<file path="src/rtl/axi_id_killer_rd.sv">
// Read-channel AXI ID stripper: forwards AR without ID, records IDs in an external FIFO,
// and restores them on the in-order R stream. Unrecorded R beats are flagged and passed with ID 0.
module axi_id_killer_rd #(
    parameter int ID_WIDTH        = 4,
    parameter int ADDR_WIDTH      = 32,
    parameter int DATA_WIDTH      = 32,
    parameter int MAX_OUTSTANDING = 8
) (
    input  logic                  clk,
    input  logic                  rst,

    input  logic                  s_arvalid,
    output logic                  s_arready,
    input  logic [ID_WIDTH-1:0]   s_arid,
    input  logic [ADDR_WIDTH-1:0] s_araddr,
    input  logic [7:0]            s_arlen,
    input  logic [2:0]            s_arsize,
    input  logic [1:0]            s_arburst,

    output logic                  m_arvalid,
    input  logic                  m_arready,
    output logic [ADDR_WIDTH-1:0] m_araddr,
    output logic [7:0]            m_arlen,
    output logic [2:0]            m_arsize,
    output logic [1:0]            m_arburst,

    input  logic                  m_rvalid,
    output logic                  m_rready,
    input  logic [DATA_WIDTH-1:0] m_rdata,
    input  logic [1:0]            m_rresp,
    input  logic                  m_rlast,

    output logic                  s_rvalid,
    input  logic                  s_rready,
    output logic [ID_WIDTH-1:0]   s_rid,
    output logic [DATA_WIDTH-1:0] s_rdata,
    output logic [1:0]            s_rresp,
    output logic                  s_rlast,

    output logic                  fifo_winc,
    input  logic                  fifo_wfull,
    output logic [ID_WIDTH-1:0]   fifo_wdata,
    output logic                  fifo_rinc,
    input  logic                  fifo_rempty,
    input  logic [ID_WIDTH-1:0]   fifo_rdata,

    output logic                  err_unexpected
);

    localparam int CW = $clog2(MAX_OUTSTANDING + 1);
    localparam logic [CW-1:0] CNT_MAX = CW'(MAX_OUTSTANDING);

    logic [CW-1:0] cnt;
    logic          ar_hs;
    logic          r_hs;
    logic          r_last_hs;

    // Handshakes are gated by rst so nothing moves while the block is held in reset.
    assign s_arready  = !rst && (!m_arvalid || m_arready) && !fifo_wfull && (cnt != CNT_MAX);
    assign ar_hs      = s_arvalid && s_arready;
    assign m_rready   = !s_rvalid || s_rready;
    assign r_hs       = !rst && m_rvalid && m_rready;
    assign r_last_hs  = r_hs && m_rlast && !fifo_rempty;

    assign fifo_winc  = ar_hs;
    assign fifo_wdata = s_arid;
    assign fifo_rinc  = r_last_hs;

    always_ff @(posedge clk) begin
        if (rst) begin
            m_arvalid      <= 1'b0;
            s_rvalid       <= 1'b0;
            cnt            <= '0;
            err_unexpected <= 1'b0;
        end else begin
            if (ar_hs)
                m_arvalid <= 1'b1;
            else if (m_arready)
                m_arvalid <= 1'b0;

            if (r_hs)
                s_rvalid <= 1'b1;
            else if (s_rready)
                s_rvalid <= 1'b0;

            if (r_hs && fifo_rempty)
                err_unexpected <= 1'b1;

            if (ar_hs && !r_last_hs && cnt != CNT_MAX)
                cnt <= cnt + 1'b1;
            else if (r_last_hs && !ar_hs && cnt != '0)
                cnt <= cnt - 1'b1;
        end
    end

    // Payload registers only load on a handshake, which keeps them stable under backpressure.
    always_ff @(posedge clk) begin
        if (ar_hs) begin
            m_araddr  <= s_araddr;
            m_arlen   <= s_arlen;
            m_arsize  <= s_arsize;
            m_arburst <= s_arburst;
        end
        if (r_hs) begin
            s_rid   <= fifo_rempty ? '0 : fifo_rdata;
            s_rdata <= m_rdata;
            s_rresp <= m_rresp;
            s_rlast <= m_rlast;
        end
    end

endmodule
</file>
<file path="config.mk">
export PLATFORM = sky130hd
export DESIGN_NAME = axi_id_killer_rd
export DESIGN_NICKNAME = d
export VERILOG_FILES = /design/src/rtl/axi_id_killer_rd.sv
export SDC_FILE = /design/constraint.sdc
export NUM_CORES = 1
export LEC_CHECK = 0
export CORE_MARGIN = 1
export CORE_UTILIZATION = 30
export CTS_BUF_LIST = sky130_fd_sc_hd__clkbuf_4 sky130_fd_sc_hd__clkbuf_8
export DETAILED_ROUTE_END_ITERATION = 6
export GPL_TIMING_DRIVEN = 0
export PLACE_DENSITY = 0.75
export SETUP_SLACK_MARGIN = 0.5
export SYNTH_ARGS = -nofsm -noshare
export SYNTH_HDL_FRONTEND = slang
export SYNTH_SLANG_ARGS = --single-unit
</file>
<file path="constraint.sdc">
create_clock -name clk -period 4.3 [get_ports clk]
set_input_delay 0.43 -clock clk [delete_from_list [all_inputs] [get_ports clk]]
set_output_delay 0.43 -clock clk [all_outputs]
set_load 0.02 [all_outputs]
</file>
### Yosys cells after proc, flatten, opt, wreduce, memory -nomap -nowiden

Index checks and enable logic that the tools add are counted.
W data, S select, Z words.

* input port bits: 96
* word-level logic and storage cells: 47
* output and inout port bits: 95
* register bits: 91

* reduce and logical (&&, ||, !) cells: 26
* add/sub/neg operators: 2
* eq/ne operators: 1
* muxes and demuxes: 6

Operators by type and width (number)
* $logic_and A1 B1 Y1: 13
* $mux W4: 2
* $logic_not A1 Y1: 7
* $reduce_bool A2 Y1: 3
* $add A4 B1 Y4 const B: 1
* $mux W1: 4
* $ne A4 B4 Y1 const B: 1
* $reduce_bool A4 Y1: 1
* $sub A4 B1 Y4 const B: 1
* $logic_or A1 B1 Y1: 2

### Logic depth before layout (Yosys ltp)

Gate-level depths: netlist of run 1.

* depth in word-level cells: 11
* depth in mapped cells: 12
* mapped depth without buffers: 11

### Worst setup path before layout of run 1

No wires, ideal clock.

* kind: input port to flip-flop
* from: input port rst
* to: register cnt[3]
* stages: 12
* setup time: 0.103 ns
* path buffers: 1
* arrival: 3.478 ns
* slack: 0.718 ns
* data required time: 4.197 ns
* path through: nor2_1 > and3_4 > buf_6 > nand2_1 > inv_1 > nand2_1 > ha_1 > a21oi_1 > nand2_1 > and3_4 > a21o_1 > a2111oi_2

* word-level cells in the longest chain between the ends: 9
* elaborated cells on any way between the ends: 17
* those cells by class: mux: 1; reduce/logical: 16

Ends and longest elaborated chain
* start: declaration: RTL line 10 `input logic rst,`
* $logic_not A1 Y1 (*): RTL line 59 `assign s_arready = !rst && (!m_arvalid || m_arready) && !fifo_wfull && (cnt != CNT_MAX);`
* $logic_and A1 B1 Y1 (*) (3 in series): RTL line 59
* $logic_and A1 B1 Y1 (*): RTL line 60 `assign ar_hs = s_arvalid && s_arready;`
* via fifo_winc: RTL line 40 `output logic fifo_winc,`
* $logic_not A1 Y1: RTL line 91 `else if (r_last_hs && !ar_hs && cnt != '0)`
* $logic_and A1 B1 Y1 (2 in series): RTL line 91
* $reduce_bool A2 Y1 (no line)
* end signal: assignment: RTL line 90 `cnt <= cnt + 1'b1;`
* end signal: assignment: RTL line 92 `cnt <= cnt - 1'b1;`
* end: declaration: RTL line 53 `logic [CW-1:0] cnt;`

The timed path passes the listed nets; every way through them passes the cells marked *.
A chain may end at the register's enable or synchronous reset.

### Final worst setup path of run 1

* from: input port rst
* to: register cnt[3]

* word-level cells in the longest chain between the ends: 9
* elaborated cells on any way between the ends: 17
* those cells by class: mux: 1; reduce/logical: 16

Ends and longest elaborated chain (RTL line)
* $logic_not A1 Y1: 59, 62
* $logic_and A1 B1 Y1, on equally long branches (2 in series): 62, 59
* $logic_and A1 B1 Y1, on equally long branches: 63, 59
* $logic_and A1 B1 Y1, on equally long branches: 63, 60
* $logic_not A1 Y1, on equally long branches: 89, 91
* $logic_and A1 B1 Y1, on equally long branches (2 in series): 89, 91
* $mux W4 or $reduce_bool A2 Y1 (tied branches)

Parallel ways exist; a longest one is shown, timed or not.

==> qor.csv, run 1 <==
stage;metric;value;unit
clocking;H-tree levels;3;
clocking;worst skew pair latency;350;ps
die;Die Y;105;um
die;die area;11000;sq um
sta;Fmax achieved;331;MHz
sta;Worst Max-Slew Pin Slew;530;ps
routing;Pre-antenna DRT Iters;4;
final_layout;non-filler cells, final;506;
sta;Worst Skew;8.22;ps
final_layout;commonest non-fill, non-tap cell in the layout;clkdlybuf4s50_1;
sta;final setup fails;0;
placed_design;gpl congestion;0.785;
setup_path;crit end category;register;
grt;Total GRT Usage;14.0;%
grt;first-pass GRT wire length;11300;um
setup_path;FF-to-FF End;cnt[3]$_SDFFE_PP0P_;
routing;vias;2168;
routing;vias per inst;4.28;
sta;Sum Neg Setup Slack;0;ps
sta;post-layout min period;3020;ps
clocking;Num CTS Buffers;9;
final_layout;nets@finish;464;
synthesis;Yosys reg bits;91;
setup_path;reg2reg path depth;12;
clocking;Max Buffers Root-to-Sink;2;
synthesis;post-synthesis sequential area ratio;83.8;%
synthesis;Mapped Cells;166;
routing;final antenna-violating net count;0;
die;I/O Pins;191;
clocking;CTS tree;done;
min_path;Worst Hold End;err_unexpected$_SDFFE_PP0P_;
setup_path;Startpoint Class;input pin;
final_layout;most frequent cells in the layout;clkdlybuf4s50_1, edfxtp_1, nand2_1;
sta;Slew headroom;64.7;%
power_and_ir_drop;pwr dens;349;nW/um^2
clocking;Worst-path clk slew;80;ps
setup_path;critical path type;in -> reg;
synthesis;yosys warns;0;
routing;WL final;7590;um
grt;pin count of the biggest net entering global routing;48;
job;maxcap violations;0;
die;CORE AREA;10300;sq um
die;Initial Utilization;30.9;%
power_and_ir_drop;Max rail drop VDD;0.000124;V
min_path;HP Start;err_unexpected$_SDFFE_PP0P_;
grt;global route overflow;0;
routing;WL per Instance;15.0;um
routing;1st-iter DRT viols;114;
min_path;hold path depth;2;
run_status;outcome;finished clean;
final_layout;area grow syn2layout;72.3;%
synthesis;Avg Cell Area, Syn;19.1;sq um
clocking;post-CTS setup buffers;0;
die;die width;105;um
clocking;hold buffer count at CTS;0;
setup_path;WP data arrival;3270;ps
synthesis;Yosys cell types;32;
sta;WHS;496;ps
final_layout;layout cells sized above 1;9.46;%
placed_design;post-DP HPWL;5890;um
clocking;clock sink count;91;
routing;Remaining DRCs;0;
sta;Hold Vio Cnt, Final;0;
setup_path;worst-path fanout max;47;
min_path;HP Class;reg -> reg;
power_and_ir_drop;Pleak;1.92;nW
clocking;cell chosen for the clock root;clkbuf_8;
setup_path;FF-to-FF setup slack;1470;ps
sta;max-slew violations;0;
final_layout;diodes inserted;0;
die;row count;37;
setup_path;RR Startpoint;cnt[0]$_SDFFE_PP0P_;
placed_design;IO Port Bufs;186;
synthesis;Netlist Area Pre-Place;3180;sq um
sta;RSZ-0062 raised after global routing;false;
clocking;post_cts resized;0;
placed_design;placed insts;490;
grt;vias in the first global route;2160;
synthesis;syn_nets;265;
grt;initial antenna violation count;0;
final_layout;fin util;53.2;%
setup_path;Worst Path Required;4550;ps
sta;Tcrit/Tclk final;70.2;%
[layer usage]
layer	GRT usage [%]	up-vias	share of wire, %
li1	-	1026	-
met1	14.3	1029	36
met2	26.0	101	56
met3	3.93	12	6.2
met4	7.04	0	2.2
met5	0	-	0
[layout make-up]
type | instances | area [sq um]
fillers | 873 | 4810
flip-flops and latches | 91 | 2660
repair buffers | 188 | 1900
multi-input cells | 64 | 453
well taps | 136 | 170
clock buffers | 11 | 139
clock inverters | 5 | 77.6
plain buffers | 8 | 56.3
inverters | 3 | 11.3
[cells in the mapped netlist, drive strengths merged]
cell,count,area [sq um]
nor2,5,18.8
nand4b,1,15.0
a21oi,6,30.0
or3,1,6.26
inv,3,11.3
edfxtp,84,2520
mux2i,2,20.0
buf,6,48.8
xnor2,2,17.5
a31o,1,8.76
and3,3,28.8
a31oi,2,12.5
clkbuf,2,7.51
a21o,1,7.51
a221oi,1,15.0
ha,2,25.0
fa,1,20.0
nor2b,8,52.6
nor3,8,45.0
a2111oi,1,15.0
a22oi,1,7.51
dfxtp,7,140
nand3,4,20.0
nand2b,3,33.8
nand2,10,37.5
o22a,1,8.76
[through the flow]
step / setup slack, ps / cell area (sq um) / power [W]
detailed placement: 883 / 5260 / 0.00131
finish: 1280 / 5470 / 0.00191
global placement: -152 / 5210 / 0.00130
floorplan: 718 / 3180 / 0.00115
CTS: 1260 / 5470 / 0.00193
global route: 1090 / 5470 / 0.00199
[state kept, by name, indices dropped and copies added, names as in the netlist, 2 cells and up]
| register | cells |
|---|---|
| cnt | 4 |
| s_rid | 4 |
| s_rdata | 32 |
| m_arsize | 3 |
| m_arlen | 8 |
| m_araddr | 32 |
| s_rresp | 2 |
| m_arburst | 2 |
[power breakdown]
group	switching, W	leakage [nW]	internal [W]
combinational	0.000116	0.972	0.000156
sequential	0.0000142	0.834	0.00101
clock	0.000279	0.112	0.000339
total	0.000409	1.92	0.00150
[worst max-delay path, stage by stage]
cell and delay [ps]:
clkdlybuf4s50_1 470, nor2_1 180, and3_4 200, buf_6 110
nand2_1 70, inv_2 70, buf_12 230, nand2_1 160
ha_1 350, a21oi_1 140, nand2_1 110, and3_4 200
a21o_1 180, a2111oi_2 350
[logic make-up (layout without fill, tap and decap cells)]
| logic type | after synthesis | in the layout | share of synthesized area [%] |
|---|---|---|---|
| adders and majority gates | 3 | 3 | 1.42 |
| xor gates and xnor gates | 2 | 2 | 0.552 |
| AOI/OAI and AO/OA | 14 | 14 | 3.31 |
| and+or+nand+nor | 43 | 43 | 8.12 |
| DFF | 91 | 91 | 83.8 |
| buffers and inverters | 11 | 215 | 2.13 |
| muxes | 2 | 2 | 0.630 |
[worst max-delay path by stage]
| stage | slack, ps | startpoint | cells after the start | to |
|---|---|---|---|---|
| after floorplan | 720 | rst | 12 | cnt[3]$_SDFFE_PP0P_ |
| after global placement | -150 | rst | 13 | cnt[3]$_SDFFE_PP0P_ |
| after global routing | 1090 | rst | 14 | cnt[3]$_SDFFE_PP0P_ |
| after detailed placement | 880 | rst | 14 | cnt[3]$_SDFFE_PP0P_ |
| after CTS | 1260 | rst | 14 | cnt[3]$_SDFFE_PP0P_ |
| final | 1280 | rst | 14 | cnt[3]$_SDFFE_PP0P_ |
No activity file was read; power rests on OpenSTA's default activity.
==> run 2, diff against run 1 <==
clock period = 3 ns   (was 4.3 ns; I/O delays follow)
==> run 2 against run 1 <==
Compared with the run above:
- core utilization up 0.77 points
- global-route usage down 0.40 points
- sequential cell count unchanged
- sequential share of layout area down 0.53 points
- clock skew down 1.2 ps
- die area unchanged
- first-iteration DRC count down 26%
- critical endpoint is now cnt[1]$_SDFFE_PP0P_
- largest cell class unchanged
- largest power group unchanged
==> qor.csv, run 2 (synthesized netlist as in run 1, its figures left out) <==
stage;metric;value;unit
run_status;outcome;finished clean;
job;maxcap violations;0;
setup_path;Startpoint Class;register;
min_path;HP Class;reg -> reg;
clocking;hold buffer count at CTS;0;
routing;final antenna-violating net count;0;
setup_path;critical path type;reg -> reg;
sta;final setup fails;0;
final_layout;fill count;869;
sta;Tcrit/Tclk final;78.7;%
grt;initial antenna violation count;0;
final_layout;biggest regs;m_araddr: 32 flops, s_rdata: 32 flops, m_arlen: 8 flops;
clocking;worst skew pair latency;350;ps
clocking;CTS tree;done;
die;row count;37;
power_and_ir_drop;Pleak;1.93;nW
setup_path;crit end category;register;
setup_path;most used cell, CP;nand2_4;
final_layout;non-filler cells, final;510;
placed_design;gpl congestion;0.744;
die;Die Y;105;um
grt;first-pass GRT wire length;11000;um
sta;RSZ-0062 raised after global routing;false;
sta;Worst Max-Slew Pin Slew;978;ps
final_layout;fin util;54.0;%
final_layout;most frequent cells in the layout;clkdlybuf4s50_1, edfxtp_1, clkbuf_8;
clocking;H-tree levels;3;
grt;global route overflow;0;
sta;Fmax achieved;423;MHz
clocking;Num CTS Buffers;9;
routing;Remaining DRCs;0;
final_layout;area grow syn2layout;74.8;%
routing;1st-iter DRT viols;84;
sta;Slew headroom;34.5;%
setup_path;Buf+Inv Stages, Crit Path;2;
sta;max-slew violations;0;
clocking;clock sink count;91;
setup_path;Top delay family on crit path;simple AND/OR/NAND/NOR gates;
final_layout;diodes inserted;0;
routing;vias per inst;4.30;
setup_path;WP data arrival;2610;ps
routing;WL per Instance;15.0;um
final_layout;commonest non-fill, non-tap cell in the layout;clkdlybuf4s50_1;
final_layout;layout cells sized above 1;13.4;%
placed_design;IO Port Bufs;186;
grt;Total GRT Usage;13.6;%
die;Initial Utilization;30.9;%
sta;Sum Neg Setup Slack;0;ps
die;die width;105;um
placed_design;placed insts;489;
setup_path;Worst Path Required;3250;ps
placed_design;post-DP HPWL;5710;um
power_and_ir_drop;Max rail drop VDD;0.000237;V
routing;Pre-antenna DRT Iters;4;
sta;Worst Skew;6.97;ps
setup_path;worst-path fanout max;7;
die;die area;11000;sq um
setup_path;Critical-path top delay cell;fa_1;
grt;vias in the first global route;2183;
setup_path;Cell Chain, Critical Path;clkbuf_1 > nand2_2 > nand2_4 > clkinvlp_4 > nand2_4 > fa_1 > nor2b_1 > mux2i_1 > a21oi_1 > o22a_1;
sta;Hold Vio Cnt, Final;0;
die;I/O Pins;191;
clocking;Max Buffers Root-to-Sink;2;
die;CORE AREA;10300;sq um
final_layout;nets@finish;468;
power_and_ir_drop;pwr dens;500;nW/um^2
routing;WL final;7660;um
setup_path;Critical Path Max Stage Delay;420;ps
sta;post-layout min period;2360;ps
routing;vias;2191;
grt;pin count of the biggest net entering global routing;38;
clocking;Worst-path clk slew;90;ps
clocking;cell chosen for the clock root;clkbuf_8;
[run 2: repair_timing]
action / CTS / global route
buffers inserted: 1 / 2
cloned: 2 / 0
setup endpoints to repair: 4 / 27
resized for setup: 0 / 3
pin swaps: 0 / 3
[run 2: layout make-up]
class                      instances  area [sq um]  share of cell area [%]
tap                              136           170                    3.07
timing repair buffer             190          1900                    34.3
buffer                             8          56.3                    1.01
timing repair inverter             2          10.0                   0.180
sequential                        91          2670                    48.1
clock buffer                       9           124                    2.23
inverter                           3          15.0                   0.271
clock inverter                     7          98.8                    1.78
multi-input combinational         64           500                    9.02
[run 2: final timing paths]
kind                                             startpoint                           to  slack (ps)  cells after the start
worst min-delay path            err_unexpected$_SDFFE_PP0P_  err_unexpected$_SDFFE_PP0P_         490                      2
worst max register to register          cnt[3]$_SDFFE_PP0P_          cnt[1]$_SDFFE_PP0P_         640                     10
worst max-delay path                    cnt[3]$_SDFFE_PP0P_          cnt[1]$_SDFFE_PP0P_         640                     10
worst min register to register  err_unexpected$_SDFFE_PP0P_  err_unexpected$_SDFFE_PP0P_         490                      2
[run 2: worst register-to-register path, stage by stage (launching register included)]
cell,delay [ps]
dfxtp_1,310
clkbuf_1,330
nand2_2,170
nand2_4,150
clkinvlp_4,150
nand2_4,120
fa_1,420
nor2b_1,170
mux2i_1,160
a21oi_1,90
o22a_1,190
[run 2: stage by stage]
| step | hold slack, ps | total power (W) | setup WS, ps | area [sq um] |
|---|---|---|---|---|
| final | 487 | 0.00278 | 638 | 5550 |
| after global placement | 450 | 0.00188 | -608 | 5260 |
| after floorplan | 399 | 0.00165 | 121 | 3230 |
| after CTS | 467 | 0.00280 | 523 | 5520 |
| after global routing | 471 | 0.00287 | 509 | 5550 |
| after detailed placement | 469 | 0.00189 | -680 | 5280 |
[run 2: where the power goes]
part	total, W	internal (W)	switching, W
clock	0.000903	0.000475	0.000429
combinational	0.000410	0.000235	0.000175
sequential	0.00146	0.00144	0.0000215
[run 2: routing by layer]
metal	vias up	part of all wire, %	global-route usage, %
met5	-	0	0
met4	0	2.3	7.04
met3	14	7.3	4.62
met2	93	55	25.4
met1	1052	35	13.1
li1	1032	-	-
==> run 3, diff against run 2 <==
clock period = 2.4 ns   (was 3 ns; I/O delays follow)
==> run 3 against run 2 <==
Compared with the run above:
- sequential power rose by 25%
- largest cell class unchanged
- clock skew barely moved
- sequential share of layout area fell by 0.72 points
==> qor.csv, run 3 (synthesized netlist as in run 1, its figures left out) <==
stage;metric;value;unit
power_and_ir_drop;Total Power;0.00349;W
grt;global route overflow;0;
min_path;HP Class;in -> reg;
clocking;Max Buffers Root-to-Sink;2;
setup_path;Cell Chain, Critical Path;clkdlybuf4s50_1 > nor2b_2 > nand4b_2 > buf_4 > nand2_4 > ha_4 > a21oi_2 > nand2_2 > and3_4 > a21o_1 > a2111oi_2;
placed_design;IO Port Bufs;186;
die;CORE AREA;10300;sq um
setup_path;WP data arrival;2410;ps
die;die area;11000;sq um
grt;vias in the first global route;2242;
die;Die Y;105;um
setup_path;Buf+Inv Stages, Crit Path;2;
routing;vias per inst;4.29;
final_layout;area grow syn2layout;77.7;%
power_and_ir_drop;Max rail drop VDD;0.000316;V
clocking;Num CTS Buffers;9;
final_layout;most frequent cells in the layout;clkdlybuf4s50_1, edfxtp_1, buf_4;
grt;Total GRT Usage;13.9;%
sta;post-layout min period;2150;ps
clocking;clock sink count;91;
clocking;cell chosen for the clock root;clkbuf_8;
setup_path;Top delay family on crit path;buffers and inverters;
sta;RSZ-0062 raised after global routing;true;
setup_path;Critical-path top delay cell;clkdlybuf4s50_1;
routing;Remaining DRCs;0;
run_status;outcome;finished clean;
final_layout;multi-input logic area;527;sq um
job;maxcap violations;0;
final_layout;fin util;54.9;%
routing;final antenna-violating net count;0;
die;Initial Utilization;30.9;%
setup_path;Critical Path Max Stage Delay;480;ps
grt;first-pass GRT wire length;11300;um
die;I/O Pins;191;
sta;final setup fails;0;
routing;vias;2222;
clocking;hold buffer count at CTS;0;
final_layout;layout cells sized above 1;17.3;%
final_layout;diodes inserted;0;
final_layout;biggest regs;m_araddr: 32 flops, s_rdata: 32 flops, m_arlen: 8 flops;
placed_design;placed insts;489;
sta;Worst Skew;7.03;ps
routing;WL per Instance;15.1;um
placed_design;post-DP HPWL;5710;um
clocking;CTS tree;done;
setup_path;crit end category;register;
placed_design;gpl congestion;0.744;
setup_path;worst-path fanout max;10;
clocking;Worst-path clk slew;90;ps
sta;WHS;403;ps
sta;Worst Max-Slew Pin Slew;615;ps
die;die width;105;um
setup_path;Worst Path Required;2660;ps
final_layout;non-filler cells, final;518;
sta;Sum Neg Setup Slack;0;ps
routing;1st-iter DRT viols;95;
setup_path;Startpoint Class;input pin;
final_layout;fill count;867;
sta;Fmax achieved;465;MHz
sta;Hold Vio Cnt, Final;0;
sta;Tcrit/Tclk final;89.6;%
clocking;H-tree levels;3;
grt;initial antenna violation count;0;
clocking;worst skew pair latency;350;ps
sta;max-slew violations;0;
power_and_ir_drop;Pleak;1.99;nW
power_and_ir_drop;pwr dens;618;nW/um^2
sta;Slew headroom;59.0;%
final_layout;commonest non-fill, non-tap cell in the layout;clkdlybuf4s50_1;
final_layout;nets@finish;476;
routing;Pre-antenna DRT Iters;4;
setup_path;critical path type;in -> reg;
final_layout;FF+latch area;2680;sq um
die;row count;37;
routing;WL final;7800;um
grt;pin count of the biggest net entering global routing;38;
-- run 3: final timing paths --
| kind | start | endpoint | slack, ps | cells past startpoint |
|---|---|---|---|---|
| max | m_rlast | cnt[3]$_SDFFE_PP0P_ | 250 | 11 |
| min | fifo_rempty | err_unexpected$_SDFFE_PP0P_ | 400 | 3 |
| max reg2reg | cnt[2]$_SDFFE_PP0P_ | cnt[3]$_SDFFE_PP0P_ | 280 | 11 |
| min reg2reg | err_unexpected$_SDFFE_PP0P_ | err_unexpected$_SDFFE_PP0P_ | 490 | 2 |
-- run 3: layout make-up --
type                            count  share of cell area (%)
Sequential cell                    91                    47.4
Tap cell                          136                    3.02
Timing Repair Buffer              198                    34.7
Inverter                            3                   0.266
Timing Repair inverter              2                   0.266
Clock inverter                      7                    1.75
Multi-Input combinational cell     64                    9.33
Buffer                              8                    1.02
Clock buffer                        9                    2.20
-- run 3: power by group --
part	internal (W)	leakage, nW	switching [W]	total, W
registers	0.00180	0.837	0.0000256	0.00183
clock network	0.000593	0.110	0.000535	0.00113
logic	0.000305	1.04	0.000228	0.000533
total	0.00270	1.99	0.000788	0.00349
-- run 3: metrics by stage --
stage,cell area (sq um),setup WS [ps]
2_1_floorplan,3230,-479
3_3_place_gp,5260,-1150
3_5_place_dp,5280,-1220
4_1_cts,5610,270
5_1_grt,5640,162
6_report,5640,250
-- run 3: repair_timing --
| item | in CTS | in global routing |
|---|---|---|
| pin swaps | 7 | 5 |
| cloned | 2 | 0 |
| buffers inserted | 8 | 3 |
| resized for setup | 21 | 7 |
| endpoints found under the setup margin | 51 | 40 |
-- run 3: tightest hold or removal path, cell delays in order --
cell,delay (ps)
dlygate4sd2_1,310
a31oi_1,110
nor2_1,70
-- run 3: layer usage --
layer	global-route usage (%)	part of all wire (%)	vias up
met5	0	0	-
met4	7.04	2.3	0
met3	4.62	7.4	14
met2	26.3	55	97
met1	13.3	35	1066
li1	-	-	1045
